[config.mk]
export PLATFORM = sky130hd
export DESIGN_NAME = seg_readback
export DESIGN_NICKNAME = d
export VERILOG_FILES = /design/src/rtl/seg_readback.sv
export SDC_FILE = /design/constraint.sdc
export NUM_CORES = 1
export LEC_CHECK = 0
export CAP_MARGIN = 0
export CORE_UTILIZATION = 35
export CTS_BUF_LIST = sky130_fd_sc_hd__clkbuf_8
export CTS_CLUSTER_DIAMETER = 30
export CTS_CLUSTER_SIZE = 10
export DETAILED_ROUTE_END_ITERATION = 10
export GPL_TIMING_DRIVEN = 0
export HOLD_SLACK_MARGIN = 0.15
export PLACE_DENSITY = 0.59
export SETUP_SLACK_MARGIN = 0.4
export SYNTH_ARGS = -nofsm -noshare
export SYNTH_HDL_FRONTEND = slang
export SYNTH_SLANG_ARGS = --single-unit
[constraint.sdc]
create_clock -name CLOCK_50 -period 4.1 [get_ports CLOCK_50]
set_input_delay 0.41 -clock CLOCK_50 [delete_from_list [all_inputs] [get_ports CLOCK_50]]
set_output_delay 0.41 -clock CLOCK_50 [all_outputs]
set_load 0.02 [all_outputs]
[src/rtl/seg_readback.sv]
// seg_readback
//   Receive end of the seven-segment display loopback. Two active-low digit
//   buses are synchronised, watched until they stop changing, then decoded
//   back into an 8-bit value. Patterns that are not legal hex glyphs are
//   reported instead of decoded.
//
// Ports
//   CLOCK_50   in   1  system clock, rising edge
//   RESET_N    in   1  asynchronous active-low reset
//   HEX0_IN    in   7  low digit, active-low, bit0=a .. bit6=g (asynchronous)
//   HEX1_IN    in   7  high digit, same encoding
//   VALUE      out  8  {digit1,digit0}; changes only with VALID
//   VALID      out  1  one-cycle pulse, VALUE is new and legal
//   ERROR      out  1  one-cycle pulse, stable pattern was not a legal glyph
//   ERR_DIGIT  out  2  bit0=HEX0 illegal, bit1=HEX1 illegal; changes only with ERROR
//
// FSM states
//   state | meaning
//   WAIT  | counting consecutive unchanged samples
//   EMIT  | one cycle: VALID or ERROR pulse is on the outputs
//   HOLD  | pattern already reported, waiting for it to change
module seg_readback #(
    parameter int STABLE_CYCLES = 4
) (
    input  logic       CLOCK_50,
    input  logic       RESET_N,
    input  logic [6:0] HEX0_IN,
    input  logic [6:0] HEX1_IN,
    output logic [7:0] VALUE,
    output logic       VALID,
    output logic       ERROR,
    output logic [1:0] ERR_DIGIT
);

    localparam logic [13:0] BLANK     = 14'h3FFF;
    localparam logic [7:0]  COUNT_MAX = 8'(STABLE_CYCLES);

    typedef enum logic [1:0] {
        WAIT = 2'd0,
        EMIT = 2'd1,
        HOLD = 2'd2
    } state_t;

    state_t      state;
    state_t      state_next;

    logic [13:0] sync_meta;
    logic [13:0] sync_pat;     // S
    logic [13:0] sample_pat;   // P
    logic [13:0] emit_pat;     // pattern being reported this EMIT
    logic [13:0] last_pat;     // last-decoded pattern
    logic        last_known;
    logic [7:0]  count;

    logic        pat_changed;
    logic        hold_changed;
    logic        start_emit;

    logic        legal0;
    logic        legal1;
    logic [3:0]  nib0;
    logic [3:0]  nib1;

    // Returns {legal, nibble} for one active-low digit.
    function automatic logic [4:0] decode_digit(input logic [6:0] seg_n);
        logic [6:0] seg;
        logic [4:0] res;
        seg = ~seg_n;
        case (seg)
            7'h3F:   res = {1'b1, 4'h0};
            7'h06:   res = {1'b1, 4'h1};
            7'h5B:   res = {1'b1, 4'h2};
            7'h4F:   res = {1'b1, 4'h3};
            7'h66:   res = {1'b1, 4'h4};
            7'h6D:   res = {1'b1, 4'h5};
            7'h7D:   res = {1'b1, 4'h6};
            7'h07:   res = {1'b1, 4'h7};
            7'h7F:   res = {1'b1, 4'h8};
            7'h6F:   res = {1'b1, 4'h9};
            7'h77:   res = {1'b1, 4'hA};
            7'h7C:   res = {1'b1, 4'hB};
            7'h39:   res = {1'b1, 4'hC};
            7'h5E:   res = {1'b1, 4'hD};
            7'h79:   res = {1'b1, 4'hE};
            7'h71:   res = {1'b1, 4'hF};
            default: res = 5'b0_0000;
        endcase
        return res;
    endfunction

    assign {legal0, nib0} = decode_digit(sample_pat[6:0]);
    assign {legal1, nib1} = decode_digit(sample_pat[13:7]);

    assign pat_changed  = (sync_pat != sample_pat);
    // Compared on S, not P, so a single changed sample leaves HOLD.
    assign hold_changed = (state == HOLD) && (!last_known || (sync_pat != last_pat));
    assign start_emit   = (state == WAIT) && (count == COUNT_MAX);

    // Synchroniser, sample register and stability counter.
    always_ff @(posedge CLOCK_50 or negedge RESET_N) begin
        if (!RESET_N) begin
            sync_meta  <= BLANK;
            sync_pat   <= BLANK;
            sample_pat <= BLANK;
            count      <= 8'd0;
        end else begin
            sync_meta  <= {HEX1_IN, HEX0_IN};
            sync_pat   <= sync_meta;
            sample_pat <= sync_pat;
            if (pat_changed || hold_changed) begin
                count <= 8'd0;
            end else if (count != COUNT_MAX) begin
                count <= count + 8'd1;
            end
        end
    end

    always_ff @(posedge CLOCK_50 or negedge RESET_N) begin
        if (!RESET_N) begin
            state <= WAIT;
        end else begin
            state <= state_next;
        end
    end

    always_comb begin
        state_next = state;
        case (state)
            WAIT:    if (count == COUNT_MAX) state_next = EMIT;
            EMIT:    state_next = HOLD;
            HOLD:    if (hold_changed) state_next = WAIT;
            default: state_next = WAIT;
        endcase
    end

    // Outputs are registered on the WAIT->EMIT edge so the pulse and the new
    // VALUE / ERR_DIGIT appear together during the EMIT cycle.
    always_ff @(posedge CLOCK_50 or negedge RESET_N) begin
        if (!RESET_N) begin
            VALUE      <= 8'h00;
            VALID      <= 1'b0;
            ERROR      <= 1'b0;
            ERR_DIGIT  <= 2'b00;
            emit_pat   <= BLANK;
            last_pat   <= BLANK;
            last_known <= 1'b0;
        end else begin
            VALID <= 1'b0;
            ERROR <= 1'b0;
            if (start_emit) begin
                emit_pat <= sample_pat;
                if (legal0 && legal1) begin
                    VALID <= 1'b1;
                    VALUE <= {nib1, nib0};
                end else begin
                    ERROR     <= 1'b1;
                    ERR_DIGIT <= {~legal1, ~legal0};
                end
            end
            if (state == EMIT) begin
                last_pat   <= emit_pat;
                last_known <= 1'b1;
            end
        end
    end

endmodule

# Word-level counts from Yosys, hierarchy flattened
# Cells that the tools add are included.
[word_totals] register_bits=93 in_bits=16 wordCells=80 out_inout_bits=12
[classes] bitwise=5 addsub=1 eq_ne=40 n_reduce_logical=11 muxes=11
[op_table] operator="7-bit equality test, second input constant" n=24
[op_table] operator="5-bit one-hot mux with 16 select lines" n=2
[op_table] operator="7-bit by 3-bit equality test with 1-bit output, second input constant" n=4
[op_table] operator="7-bit by 6-bit equality test with 1-bit output, second input constant" n=4
[op_table] operator="14-bit != test" n=2
[op_table] operator="8-bit two-way mux" n=2
[op_table] operator="7-bit NOT" n=2
[op_table] operator="8-bit by 1-bit adder with 8-bit output, second input constant" n=1
[op_table] operator="8-bit by 3-bit equality test with 1-bit output, second input constant" n=1
[op_table] operator="8-bit by 3-bit != test with 1-bit output, second input constant" n=1
[op_table] operator="2-bit one-hot mux with 3 select lines" n=1
[op_table] operator="2-bit AND reduction" n=3
[op_table] operator="1-bit two-way mux" n=4
[op_table] operator="2-bit two-way mux" n=2
[op_table] operator="1-bit logical AND" n=3
[op_table] operator="1-bit NOT" n=3
[op_table] operator="2-bit by 1-bit equality test with 1-bit output, second input constant" n=1
[op_table] operator="2-bit equality test, second input constant" n=1
[op_table] operator="2-bit logical NOT" n=1
[op_table] operator="1-bit logical OR" n=2
[op_table] operator="2-bit by 1-bit != test with 1-bit output, second input constant" n=1
[op_table] operator="2-bit != test, second input constant" n=1
[op_table] operator="2-bit nonzero test" n=1
[op_table] operator="1-bit logical NOT" n=1

# Depth between registers and ports, before layout
[depth] ltp_word=6 mapped_depth=9 mapped_depth_nobuf=8

# Least setup slack after synthesis
# Ideal clock, no wire load.
[synth_timing] kind="flip-flop to flip-flop" startpoint="register sample_pat[8]" endpoint="register VALUE[0]" required_time_ns=3.975 path_stages_with_launch=7 setup_time_ns=0.125 arrival_ns=2.256 path_buffers=0 slack_ns=1.719 synth_period_minus_slack_ns=2.381 path_cell_list="dfstp_2 or4b_4 a211o_1 a31o_1 nand3_2 nor3b_4 mux2_2"
[synth_between] elab_chain_len=5 elab_cells_between_ends=20 classes_between="eq/ne: 16; mux: 1; bitwise: 1; reduce/logical: 2"
[synth_rtl] element="from (decl)" line_no="49" text="logic [13:0] sample_pat;"
[synth_rtl] element="from (signal assigned)" line_no="109" text="sample_pat <= sync_pat;"
[synth_rtl] element="7-bit NOT (*)" line_no="68" text="seg = ~seg_n;"
[synth_rtl] element="7-bit equality test, or another cell as far along" line_no="69" text="case (seg)"
[synth_rtl] element="5-bit one-hot mux with 16 select lines (*)" line_no="69"
[synth_rtl] element="1-bit logical AND (*)" line_no="152" text="if (legal0 && legal1) begin"
[synth_rtl] element="2-bit AND reduction (no source line) (*)"
[synth_rtl] element="to (signal assigned)" line_no="154" text="VALUE <= {nib1, nib0};"
[synth_rtl] element="to (decl)" line_no="29" text="output logic [7:0] VALUE,"
# Every way passes the cells marked *; elsewhere a longest branch is shown, timed or not.
# A chain may end at the register's enable or synchronous reset.

# Worst setup path in the final report
[layout_timing] startpoint="register sample_pat[2]" endpoint="register VALUE[5]"
# The elaborated chain is that of the path after synthesis.

==> metrics.md <==
| Metric | Value |
|---|---|
| Worst Hold Path Cells | `0` |
| Share of synthesized registers carrying an async set or reset | `1.00` |
| CP arrival | `between 2000 and 3000 ps` |
| Syn_nets | `around 380` |
| Post-synth EDFFs | `0` |
| Synthesized instance count | `365` |
| Post-Syn Area | `4170 um2` |
| Clock sink count | `93` |
| CTS Root Cell | `clkbuf_8` |
| DRT met1 WL | `between 3 and 4 mm` |
| Crit share post-route | `0.637` |
| Hold path start | `sync_meta[9]` |
| Antenna violations before repair | `0` |
| Synth unique cells | `59` |
| Vias in the first global route | `2831` |
| Yosys top cell area share | `0.441` |
| Metal2 WL | `3.70 mm` |
| DR top layer | `met4` |
| Diodes inserted | `0` |
| Final hold vios | `0` |
| RSZ-0062 raised after global routing | `false` |
| CP Data Required Time | `about 4400 ps` |
| Worst Tran Pin Value | `approximately 1100 ps` |
| First-pass GRT wire length | `13.8 mm` |
| Clock transition at path regs | `roughly 100 ps` |
| Max incr delay on CP | `between 500 and 600 ps` |
| Critical-path top delay cell | `dfstp_2` |
| Cell family with most CP delay | `simple AND/OR/NAND/NOR gates` |
| Via Count | `approximately 2700` |
| F_max | `roughly 380 MHz` |
| Clk buf depth | `2` |
| Synth Area in Adders | `0.00601` |
| Instance area at placement | `approximately 4600 um2` |
| Outcome | `finished with violations` |
| #FFs+latches synth | `93` |
| Core Util, Final | `0.420` |
| WP buf/inv | `1` |
| Gr usage total | `0.142` |
| Core area | `11500 um2` |
| Layout cells sized above 1 | `0.312` |
| Later-pin clock latency in the skew report | `approximately 360 ps` |
| Crit Path Category | `flip-flop to flip-flop` |
| Xor and xnor area share after synthesis | `0.0736` |
| Final wirelength | `8.07 mm` |
| Sequential-to-total area share from yosys stat | `0.580` |
| Initial Util | `0.362` |
| Post-synthesis mux area share | `0.0565` |
| CTS HTree Levels | `3` |
| Num CTS Buffers | `9` |
| Worst vdd ir | `209 uV` |
| Synthesized area per cell | `11.4 um2` |
| Remaining antenna violation count | `0` |
| Clk_skew | `10.4 ps` |
| Synth Area in Simple Gates | `0.167` |
| Vias per cell | `approximately 5.0` |
| Post-synthesis compound-gate area fraction | `0.0889` |
| Crit start category | `flip-flop` |
| Std cell rows | `39` |
| Leak | `1.95 nW` |
| # setup viols final | `0` |
| Relative slew slack | `0.281` |
| Worst R2R End | `VALUE[5]` |
| Pwr dens | `around 350 nW/um2` |
| Crit. End Element | `flip-flop` |
| Routability cong. | `0.829` |
| Final min period | `2610 ps` |
| # DRC | `6` |
| CP startpoint | `sample_pat[2]` |
| Top post-synthesis cells by area | `dfstp_2, dfrtp_1, xnor2_1` |
| Largest family of logic cells by synthesized area | `simple AND/OR/NAND/NOR gates` |
| Residual overflow from global routing | `0` |
| Wire per inst | `14.6 um` |
| CTS tree | `done` |
| Slew Viols, Final | `0` |
| Reg2Reg Launch Point | `sample_pat[2]` |
| Failing checks | `design-rule violations` |
| Area Overhead vs Synth | `16.0%` |
| First-pass detailed-route iteration total | `7` |
| Largest net degree at the start of global routing | `58` |
| Yosys warning total | `0` |
| Max_cap viols | `0` |
| Crit path max fanout | `10` |
| Die X | `roughly 110 um` |
| IO Count | `28` |
| Type of the worst min-delay path | `flip-flop to flip-flop` |
| R2R cell count | `7` |
| Synth area leader | `dfstp_2` |
| Cell area after layout | `4830 um2` |
| Final HPWL DP | `approximately 5.7 mm` |
| Final nets | `423` |
| Port Buffers | `27` |
| Main flop type after synthesis | `dfstp_2` |
| Hold EP | `sync_pat[9]` |
| Full die area | `12300 um2` |
| CP Cell Sequence | `clkbuf_1, nor4b_1, o211ai_1, o41ai_1, a2111oi_4, nor3b_4, mux2_2` |
| Met3 wire length | `292 um` |
| DRT iter0 DRCs | `143` |
| Die height | `111 um` |
| Reg2Reg Setup Slack | `1490 ps` |
flip-flops by register name (all words and copies together), names as in the netlist, 2 cells and up:
name	count
emit_pat	14
VALUE	8
sync_meta	14
count	8
sample_pat	14
ERR_DIGIT	2
state	2
sync_pat	14
last_pat	14
kinds of logic (layout without fill, tap and decap cells):
kind of cell               after synthesis  in the layout
buffers and inverters                   26             71
adders and majority gates                2              2
AOI/OAI and AO/OA                       49             49
DFF                                     93             93
and+or+nand+nor                        139            139
muxes                                   21             21
xor gates and xnor gates                35             35
layer usage:
layer / vias to the layer above / track usage
met5: - / 0
met4: 0 / 0.0468
met3: 12 / 0.0366
met2: 59 / 0.224
met1: 1343 / 0.189
li1: 1332 / -
cell usage in the layout, fill, tap and decap left out, drive strengths merged, types with 3 or more instances in the layout:
cell,instances
nand3,11
a21oi,9
nor2,26
inv,12
nor2b,4
nor3,7
dfrtp,23
and3,3
nand4,6
clkdlybuf4s50,26
dfstp,70
o211ai,3
buf,12
a21o,4
mux2,20
o21ai,7
nor3b,3
clkbuf,19
or2,4
o41ai,4
xor2,6
xnor2,29
nand2,58
layout make-up:
class | count | area (um2)
clock buffers | 9 | 124
repair buffers | 29 | 305
fillers | 1078 | 6680
flip-flops and latches | 93 | 2410
multi-input cells | 246 | 1630
well taps | 143 | 179
plain buffers | 20 | 95.1
inverters | 6 | 22.5
clock inverters | 7 | 60.1
worst max-delay path by stage:
stage	end	cells after the start
finish	VALUE[5]	7
global route	VALUE[5]	7
CTS	VALUE[5]	6
detailed placement	VALUE[5]	6
global placement	VALUE[1]	1
floorplan	VALUE[0]	6
cells in the mapped netlist, types with 3 or more instances:
| cell type | instances |
|---|---|
| buf_2 | 7 |
| nor2_1 | 26 |
| dfstp_2 | 70 |
| o41ai_1 | 4 |
| inv_1 | 5 |
| nor2b_1 | 4 |
| xor2_1 | 6 |
| xnor2_1 | 29 |
| o21ai_0 | 7 |
| o211ai_1 | 3 |
| nand3_1 | 10 |
| nand4_1 | 6 |
| mux2_2 | 20 |
| clkbuf_1 | 10 |
| or2_2 | 4 |
| and3_1 | 3 |
| dfrtp_1 | 23 |
| nor3_1 | 7 |
| nand2_1 | 58 |
| a21oi_1 | 9 |
| a21o_1 | 4 |
power by group:
part | switching, mW | internal (mW) | total [mW]
logic | 0.0692 | 0.0539 | 0.123
registers | 0.0204 | 0.957 | 0.978
clock network | 0.342 | 0.235 | 0.576
total | 0.431 | 1.25 | 1.68
through the flow:
step                power, mW  cells  hold slack (ps)  setup TNS [ps]  setup slack [ps]
finish                   1.68    553              359               0              1490
global route             1.76    553              367               0              1320
CTS                      1.71    553              360               0              1500
detailed placement       1.11    536              347               0              1510
global placement         1.11    535              346          -12620              -553
floorplan                1.06    365              114               0              1720
repair_timing:
action | 4_1_cts | 5_1_grt
endpoints found under the setup margin | 0 | 0
hold buffers | 1 | 0
buffers inserted | 0 | 0
endpoints found under the hold margin | 9 | 0
gates resized for setup | 0 | 0
Note: power is estimated with default switching activity, not from simulation.
